<file path="config.mk">
export PLATFORM = sky130hd
export DESIGN_NAME = dmem_mmio
export DESIGN_NICKNAME = d
export VERILOG_FILES = /design/src/rtl/dmem_mmio_pkg.sv /design/src/rtl/dmem_mmio_sync_fifo.sv /design/src/rtl/dmem_mmio.sv
export SDC_FILE = /design/constraint.sdc
export NUM_CORES = 2
export LEC_CHECK = 0
export CAP_MARGIN = 10
export CORE_ASPECT_RATIO = 0.5
export CORE_UTILIZATION = 59
export CTS_BUF_LIST = sky130_fd_sc_hd__clkbuf_4 sky130_fd_sc_hd__clkbuf_8
export DETAILED_ROUTE_END_ITERATION = 10
export DONT_BUFFER_PORTS = 1
export PLACE_DENSITY_LB_ADDON = 0.2
export SLEW_MARGIN = 15
export SYNTH_ARGS = -nofsm -noshare
export SYNTH_HDL_FRONTEND = slang
export SYNTH_SLANG_ARGS = --single-unit
</file>
<file path="constraint.sdc">
create_clock -name clk -period 8.17 [get_ports clk]
set_input_delay 1.634 -clock clk [delete_from_list [all_inputs] [get_ports clk]]
set_output_delay 1.634 -clock clk [all_outputs]
set_load 0.02 [all_outputs]
</file>
<file path="src/rtl/dmem_mmio_pkg.sv">
// Shared address map, STATUS layout and decode helper for the dmem_mmio
// data-bus responder.
package dmem_mmio_pkg;

  localparam logic [31:0] RAM_LIMIT    = 32'h0000_0100;
  localparam logic [31:0] ADDR_TXDATA  = 32'h0000_0100;
  localparam logic [31:0] ADDR_STATUS  = 32'h0000_0104;
  localparam logic [31:0] ADDR_GPIO    = 32'h0000_0108;
  localparam logic [31:0] ADDR_CYCLE   = 32'h0000_010C;
  localparam logic [31:0] ADDR_DROPPED = 32'h0000_0110;

  localparam int STATUS_FULL_BIT  = 0;
  localparam int STATUS_EMPTY_BIT = 1;
  localparam int STATUS_COUNT_LSB = 8;
  localparam int STATUS_COUNT_W   = 8;

  typedef enum logic [2:0] {
    SEL_RAM     = 3'd0,
    SEL_TXDATA  = 3'd1,
    SEL_STATUS  = 3'd2,
    SEL_GPIO    = 3'd3,
    SEL_CYCLE   = 3'd4,
    SEL_DROPPED = 3'd5,
    SEL_NONE    = 3'd6
  } sel_e;

  // Decode a word address (byte address bits [31:2]) into a target select.
  function automatic sel_e decode_addr(input logic [29:0] word_adr);
    logic [31:0] adr;
    adr = {word_adr, 2'b00};
    if (adr < RAM_LIMIT) begin
      return SEL_RAM;
    end else begin
      case (adr)
        ADDR_TXDATA:  return SEL_TXDATA;
        ADDR_STATUS:  return SEL_STATUS;
        ADDR_GPIO:    return SEL_GPIO;
        ADDR_CYCLE:   return SEL_CYCLE;
        ADDR_DROPPED: return SEL_DROPPED;
        default:      return SEL_NONE;
      endcase
    end
  endfunction

endpackage

</file>
<file path="src/rtl/dmem_mmio_sync_fifo.sv">
// Synchronous FIFO with registered pointers/count; head reads 0 while empty
// so the stream data is defined after reset.
module sync_fifo #(
  parameter int WIDTH = 8,
  parameter int DEPTH = 8
) (
  input  logic                     clk,
  input  logic                     reset,
  input  logic                     push_i,
  input  logic                     pop_i,
  input  logic [WIDTH-1:0]         wdata_i,
  output logic                     full_o,
  output logic                     empty_o,
  output logic [$clog2(DEPTH):0]   count_o,
  output logic [WIDTH-1:0]         head_o
);

  localparam int AW = $clog2(DEPTH);

  logic [WIDTH-1:0] mem_q [DEPTH];
  logic [AW-1:0]    wr_ptr_q, wr_ptr_d;
  logic [AW-1:0]    rd_ptr_q, rd_ptr_d;
  logic [AW:0]      count_q, count_d;
  logic             push_ok_s, pop_ok_s;

  assign full_o  = (count_q == (AW+1)'(DEPTH));
  assign empty_o = (count_q == {(AW+1){1'b0}});
  assign count_o = count_q;
  assign head_o  = empty_o ? {WIDTH{1'b0}} : mem_q[rd_ptr_q];

  // Next-state: fullness/emptiness are taken from the pre-edge count.
  always_comb begin
    push_ok_s = push_i && !full_o;
    pop_ok_s  = pop_i && !empty_o;
    wr_ptr_d  = wr_ptr_q;
    rd_ptr_d  = rd_ptr_q;
    count_d   = count_q;
    if (push_ok_s) begin
      wr_ptr_d = wr_ptr_q + AW'(1);
    end else begin
      wr_ptr_d = wr_ptr_q;
    end
    if (pop_ok_s) begin
      rd_ptr_d = rd_ptr_q + AW'(1);
    end else begin
      rd_ptr_d = rd_ptr_q;
    end
    case ({push_ok_s, pop_ok_s})
      2'b10:   count_d = count_q + (AW+1)'(1);
      2'b01:   count_d = count_q - (AW+1)'(1);
      default: count_d = count_q;
    endcase
  end

  // Pointer and occupancy registers.
  always_ff @(posedge clk or negedge reset) begin
    if (!reset) begin
      wr_ptr_q <= {AW{1'b0}};
      rd_ptr_q <= {AW{1'b0}};
      count_q  <= {(AW+1){1'b0}};
    end else begin
      wr_ptr_q <= wr_ptr_d;
      rd_ptr_q <= rd_ptr_d;
      count_q  <= count_d;
    end
  end

  // Storage is not reset; stale entries are unreachable once pointers clear.
  always_ff @(posedge clk) begin
    if (push_ok_s) begin
      mem_q[wr_ptr_q] <= wdata_i;
    end
  end

endmodule

</file>
<file path="src/rtl/dmem_mmio.sv">
// Data-port responder for the single-cycle core: word RAM plus an MMIO window
// with a transmit FIFO, GPIO, cycle counter and dropped-push counter.
module dmem_mmio
  import dmem_mmio_pkg::*;
#(
  parameter int RAM_WORDS  = 64,
  parameter int FIFO_DEPTH = 8
) (
  input  logic        clk,
  input  logic        reset,
  input  logic        MemWrite,
  input  logic [31:0] DataAdr,
  input  logic [31:0] WriteData,
  output logic [31:0] ReadData,
  output logic        tx_valid,
  output logic [7:0]  tx_data,
  input  logic        tx_ready,
  output logic [7:0]  gpio_out
);

  localparam int RAM_AW = $clog2(RAM_WORDS);
  localparam int CNT_W  = $clog2(FIFO_DEPTH) + 1;

  logic [31:0]       ram_q [RAM_WORDS];
  logic [7:0]        gpio_q, gpio_d;
  logic [31:0]       cycle_q, cycle_d;
  logic [7:0]        dropped_q, dropped_d;

  sel_e              sel_s;
  logic [RAM_AW-1:0] ram_idx_s;
  logic              ram_we_s;
  logic              push_s;
  logic              fifo_full_s, fifo_empty_s;
  logic [CNT_W-1:0]  fifo_count_s;
  logic [31:0]       status_s;
  logic              unused_adr_s;

  assign sel_s        = decode_addr(DataAdr[31:2]);
  assign ram_idx_s    = DataAdr[2 +: RAM_AW];
  assign unused_adr_s = ^DataAdr[1:0];

  sync_fifo #(
    .WIDTH (8),
    .DEPTH (FIFO_DEPTH)
  ) u_tx_fifo (
    .clk     (clk),
    .reset   (reset),
    .push_i  (push_s),
    .pop_i   (tx_ready),
    .wdata_i (WriteData[7:0]),
    .full_o  (fifo_full_s),
    .empty_o (fifo_empty_s),
    .count_o (fifo_count_s),
    .head_o  (tx_data)
  );

  assign tx_valid = !fifo_empty_s;
  assign gpio_out = gpio_q;

  // Store decode and next-state for the MMIO registers.
  always_comb begin
    push_s    = MemWrite && (sel_s == SEL_TXDATA);
    ram_we_s  = MemWrite && (sel_s == SEL_RAM);
    gpio_d    = gpio_q;
    cycle_d   = cycle_q + 32'd1;
    dropped_d = dropped_q;
    if (MemWrite) begin
      case (sel_s)
        SEL_GPIO:    gpio_d    = WriteData[7:0];
        SEL_CYCLE:   cycle_d   = WriteData;
        SEL_DROPPED: dropped_d = 8'd0;
        SEL_TXDATA: begin
          // A full FIFO drops the push even if a pop frees a slot this edge.
          if (fifo_full_s && (dropped_q != 8'hFF)) begin
            dropped_d = dropped_q + 8'd1;
          end else begin
            dropped_d = dropped_q;
          end
        end
        default:     gpio_d    = gpio_q;
      endcase
    end else begin
      dropped_d = dropped_q;
    end
  end

  // MMIO register state.
  always_ff @(posedge clk or negedge reset) begin
    if (!reset) begin
      gpio_q    <= 8'd0;
      cycle_q   <= 32'd0;
      dropped_q <= 8'd0;
    end else begin
      gpio_q    <= gpio_d;
      cycle_q   <= cycle_d;
      dropped_q <= dropped_d;
    end
  end

  // Word RAM, deliberately without reset.
  always_ff @(posedge clk) begin
    if (ram_we_s) begin
      ram_q[ram_idx_s] <= WriteData;
    end
  end

  // Combinational load path so the core completes loads in one cycle.
  always_comb begin
    status_s                                  = 32'd0;
    status_s[STATUS_FULL_BIT]                 = fifo_full_s;
    status_s[STATUS_EMPTY_BIT]                = fifo_empty_s;
    status_s[STATUS_COUNT_LSB +: CNT_W]       = fifo_count_s;
    case (sel_s)
      SEL_RAM:     ReadData = ram_q[ram_idx_s];
      SEL_STATUS:  ReadData = status_s;
      SEL_GPIO:    ReadData = {24'd0, gpio_q};
      SEL_CYCLE:   ReadData = cycle_q;
      SEL_DROPPED: ReadData = {24'd0, dropped_q};
      default:     ReadData = 32'd0;
    endcase
  end

endmodule

</file>
==> flow_metrics.env <==
export IMPL_clkSlewWorstSetupHoldPaths_ns=0.06
export IMPL_post_route_drc_count=0
export IMPL_coreArea_um2=140500
export IMPL_vias=43170
export IMPL_postSynthAreaPerCell_um2=21.43
export IMPL_final_cells=6209
export IMPL_worstPathRequired_ns=6.54
export IMPL_hpwl_um=121800
export IMPL_syn_area_um2=83830
export IMPL_vias_per_cell=6.952
export IMPL_share_of_synthesized_area_occupied_by_flip_flops_and_latches_pct=77.38
export IMPL_maxSlewViolCount=253
export IMPL_worst_path_largest_cell_delay_ns=1.83
export IMPL_place_congestion=0.9119
export IMPL_synth_largest_type_area_fraction_pct=75.65
export IMPL_synth_compound_area_share_pct=3.225
export IMPL_synth_edff_count=2112
export IMPL_ys_ff_latch=2170
export IMPL_p_sw_uw=4552
export IMPL_post_cts_setup_buffer_count=0
export IMPL_cts_repair_resized=0
export IMPL_row_count=97
export IMPL_cp_arrival_ns=6.47
export IMPL_vdd_ir_drop_max_uv=169.9
export IMPL_final_layout_size_suffix_gt1_share_pct=26.25
export IMPL_gate_family_responsible_for_the_most_delay_along_the_worst_path="simple AND/OR/NAND/NOR gates"
export IMPL_synthesis_instances=3912
export IMPL_antenna_found_initial=15
export IMPL_cts_path_max_buffers=4
export IMPL_fin_nets=4195
export IMPL_main_combinational_cell_family_by_area_after_synthesis="multiplexers"
export IMPL_reg2reg_depth=11
export IMPL_clock_tree_root_driver_cell="sky130_fd_sc_hd__clkbuf_8"
export IMPL_power_leakage_uw=0.02900
export IMPL_outcome="finished, violations left"
export IMPL_drt_wirelength_per_cell_um=35.19
export IMPL_fmax_ghz=0.1234
export IMPL_period_minus_slack_ns=8.104
export IMPL_synth_simple_gate_area_share_pct=2.421
export IMPL_initial_core_util_pct=59.65
export IMPL_post_dp_cell_area_um2=86470
export IMPL_cts_hold_buffers=0
export IMPL_area_delta_synth_final_pct=10.03
export IMPL_setup_repair_after_global_routing_missed_its_margin="no"
export IMPL_mapped_nets=3987
export IMPL_cts_buffers=307
export IMPL_yosys_most_used_dff="sky130_fd_sc_hd__edfxtp_1"
export IMPL_boundaryPins=117
export IMPL_timing_setup_critical_path_class="primary input to output pin"
export IMPL_grt_overflow_total=0
export IMPL_hold_viol_final=0
export IMPL_power_report_internal_total_uw=16770
export IMPL_timing_hold_worst_class="primary input to async pin"
export IMPL_floorplan_die_width_um=535.1
export IMPL_post_synthesis_share_of_cell_area_spent_on_xor_and_xnor_gates_pct=0.4075
export IMPL_cts_sinks=2170
export IMPL_worstPathCellList="nor2b_4 > a32oi_1 > o211ai_1 > nor4_1 > a21boi_0 > o31ai_1"
export IMPL_grt_start_max_net_pins=596
export IMPL_power_density_nw_per_um2=231.2
export IMPL_crit_path_max_fanout=411
export IMPL_netlist_top_cell_by_area="sky130_fd_sc_hd__edfxtp_1"
export IMPL_synth_area_leaders="sky130_fd_sc_hd__edfxtp_1, sky130_fd_sc_hd__mux4_2, sky130_fd_sc_hd__mux2i_1"
export IMPL_worst_path_buf_inv=0
export IMPL_sw_frac_of_total_pct=21.35
export IMPL_crit_path_start_kind="primary input"
export IMPL_n_fill_cell=8926
export IMPL_post_synth_num_cell_types=65
export IMPL_synth_warnings=0
export IMPL_crit_path_start="DataAdr[2]"
export IMPL_number_of_global_route_vias_before_repair=42180
export IMPL_violated_checks="max-slew violations"
export IMPL_design_area_um2=92240
export IMPL_synth_mux_area_fraction_pct=15.08
export IMPL_antenna_violating_nets_post_route=0
export IMPL_synth_fa_ha_area_share_pct=0.1045
export IMPL_fin_setup_tns_ns=0
export IMPL_die_height_um=268.5
export IMPL_maxCapViolCount=0
export IMPL_ctsHtreeMaxLevel=5
export IMPL_worstSetupPathDepth=6
export IMPL_clock_tree_skew_after_final_layout_ns=0.03820
export IMPL_grt_first_pass_wirelength_um=307300
export IMPL_worstMarginPinSlew_ns=2.981
export IMPL_clock_power_share_pct=38.0
export IMPL_cts_tree="done"
export IMPL_length_of_the_first_detailed_routing_pass_in_iterations=8
export IMPL_finalSetupViolations=0
export IMPL_drt_wl_total_um=218500
export IMPL_clk_latency_ns=1.02
export IMPL_design_power_total_uw=21320
export IMPL_end_kind="output pin"
export IMPL_first_iter_violations=6648
export IMPL_numPlacedInstances=5685
export IMPL_power_frac_seq_pct=57.7
export IMPL_asyncSetResetFlopFracSynth_pct=2.673
export IMPL_share_comb_of_total_power_pct=4.3
export IMPL_critical_path_reg2reg_startpoint="u_tx_fifo.count_o[1]$_DFFE_PN0P_"
export IMPL_cp_slowest_cell="sky130_fd_sc_hd__nor2b_4"
export IMPL_placement_io_buffers=0
export IMPL_overall_global_routing_resource_usage_pct=30.85
export IMPL_timing_max_slew_rel_slack_pct=-98.76
export IMPL_die_area_um2=143700
export IMPL_layout_worst_path_cycle_share_pct=99.19
-- power groups by stage --
stage	clock network (uW)	logic, uW	registers (uW)
after floorplan	0	759	12500
after detailed placement	0	798	12500
after global placement	0	788	12500
final	8110	907	12300
after CTS	8150	803	12300
after global routing	8610	931	12300
-- synth_stat cells (8+ instances only) --
library cell	instances
sky130_fd_sc_hd__a32oi_1	10
sky130_fd_sc_hd__edfxtp_1	2112
sky130_fd_sc_hd__o221ai_1	9
sky130_fd_sc_hd__buf_2	75
sky130_fd_sc_hd__clkbuf_1	74
sky130_fd_sc_hd__o21ai_0	50
sky130_fd_sc_hd__mux2_2	13
sky130_fd_sc_hd__a211oi_1	13
sky130_fd_sc_hd__nor2_1	113
sky130_fd_sc_hd__a21oi_1	31
sky130_fd_sc_hd__dfrtp_1	58
sky130_fd_sc_hd__buf_4	57
sky130_fd_sc_hd__nor3_1	24
sky130_fd_sc_hd__a22oi_1	83
sky130_fd_sc_hd__nand2_1	116
sky130_fd_sc_hd__a222oi_1	8
sky130_fd_sc_hd__o22ai_1	82
sky130_fd_sc_hd__nor4_1	21
sky130_fd_sc_hd__mux4_2	473
sky130_fd_sc_hd__a221oi_1	22
sky130_fd_sc_hd__and3_1	15
sky130_fd_sc_hd__xor2_1	20
sky130_fd_sc_hd__nand3_1	52
sky130_fd_sc_hd__mux2i_1	183
sky130_fd_sc_hd__and2_1	11
sky130_fd_sc_hd__a22o_1	12
sky130_fd_sc_hd__nand2b_1	8
sky130_fd_sc_hd__xnor2_1	19
sky130_fd_sc_hd__nand4_1	15
sky130_fd_sc_hd__nor2b_1	18
-- worst paths after layout --
check	endpoint	slack, ns
min in group clk	dropped_q[7]$_DFFE_PN0P_	0.54
hold / removal	u_tx_fifo.rd_ptr_q[2]$_DFFE_PN0P_	0.31
hold reg to reg	dropped_q[7]$_DFFE_PN0P_	0.54
setup reg to reg	u_tx_fifo.count_o[2]$_DFFE_PN0P_	5.41
max in group asynchronous	cycle_q[17]$_DFF_PN0_	7.64
setup / recovery	ReadData[11]	0.07
-- area by class of cell --
type	instances	area (um^2)	area share, %
Sequential cell	2170	64870	70.33
Multi-Input combinational cell	1523	18390	19.94
Clock buffer	408	5046	5.471
Tap cell	1881	2354	2.552
Timing Repair Buffer	113	998.5	1.082
Clock inverter	104	545.5	0.5914
Inverter	5	21.27	0.02306
Antenna cell	5	12.51	0.01356
-- cells by family (layout without fill, tap and decap cells) --
logic type | after synthesis | in the layout
buffers and inverters | 219 | 630
muxes | 670 | 670
xor gates and xnor gates | 39 | 39
DFF | 2170 | 2170
other | 0 | 5
AOI/OAI and AO/OA | 385 | 385
adders and majority gates | 7 | 7
and+or+nand+nor | 422 | 422
-- layer usage --
layer  up-vias  global-route usage, %  part of all wire [%]
met2      2968                  45.19                    45
met4         4                  9.597                   2.7
li1      16940                      -                     -
met3       375                  8.678                    14
met1     22880                  45.71                    39
met5         -                      0                 0.012
-- through the flow --
stage / setup WS (ns) / hold slack, ns / utilization, %
2_1_floorplan: 1.719 / 0.4677 / -
3_5_place_dp: 1.806 / 0.5215 / 61.53
4_1_cts: 1.798 / 0.2584 / 65.50
6_report: 0.06590 / 0.3095 / 65.63
3_3_place_gp: 1.826 / 0.4952 / 61.47
5_1_grt: 0.8613 / 0.2619 / 65.62
-- state kept, by name (all words and copies together) (netlist names) --
register            flops
cycle_q                32
dropped_q               8
gpio_out                8
ram_q                2048
u_tx_fifo.count_o       4
u_tx_fifo.mem_q        64
u_tx_fifo.rd_ptr_q      3
u_tx_fifo.wr_ptr_q      3
-- cells in the final DEF (no fill, tap or decap), drive strengths merged, types with 82 or more instances in the layout --
cell	count
mux2i	183
clkinv	96
clkbuf	409
nand2	117
a22oi	83
o22ai	82
edfxtp	2112
nor2	115
buf	112
mux4	473
No activity file was read; power rests on OpenSTA's default activity.
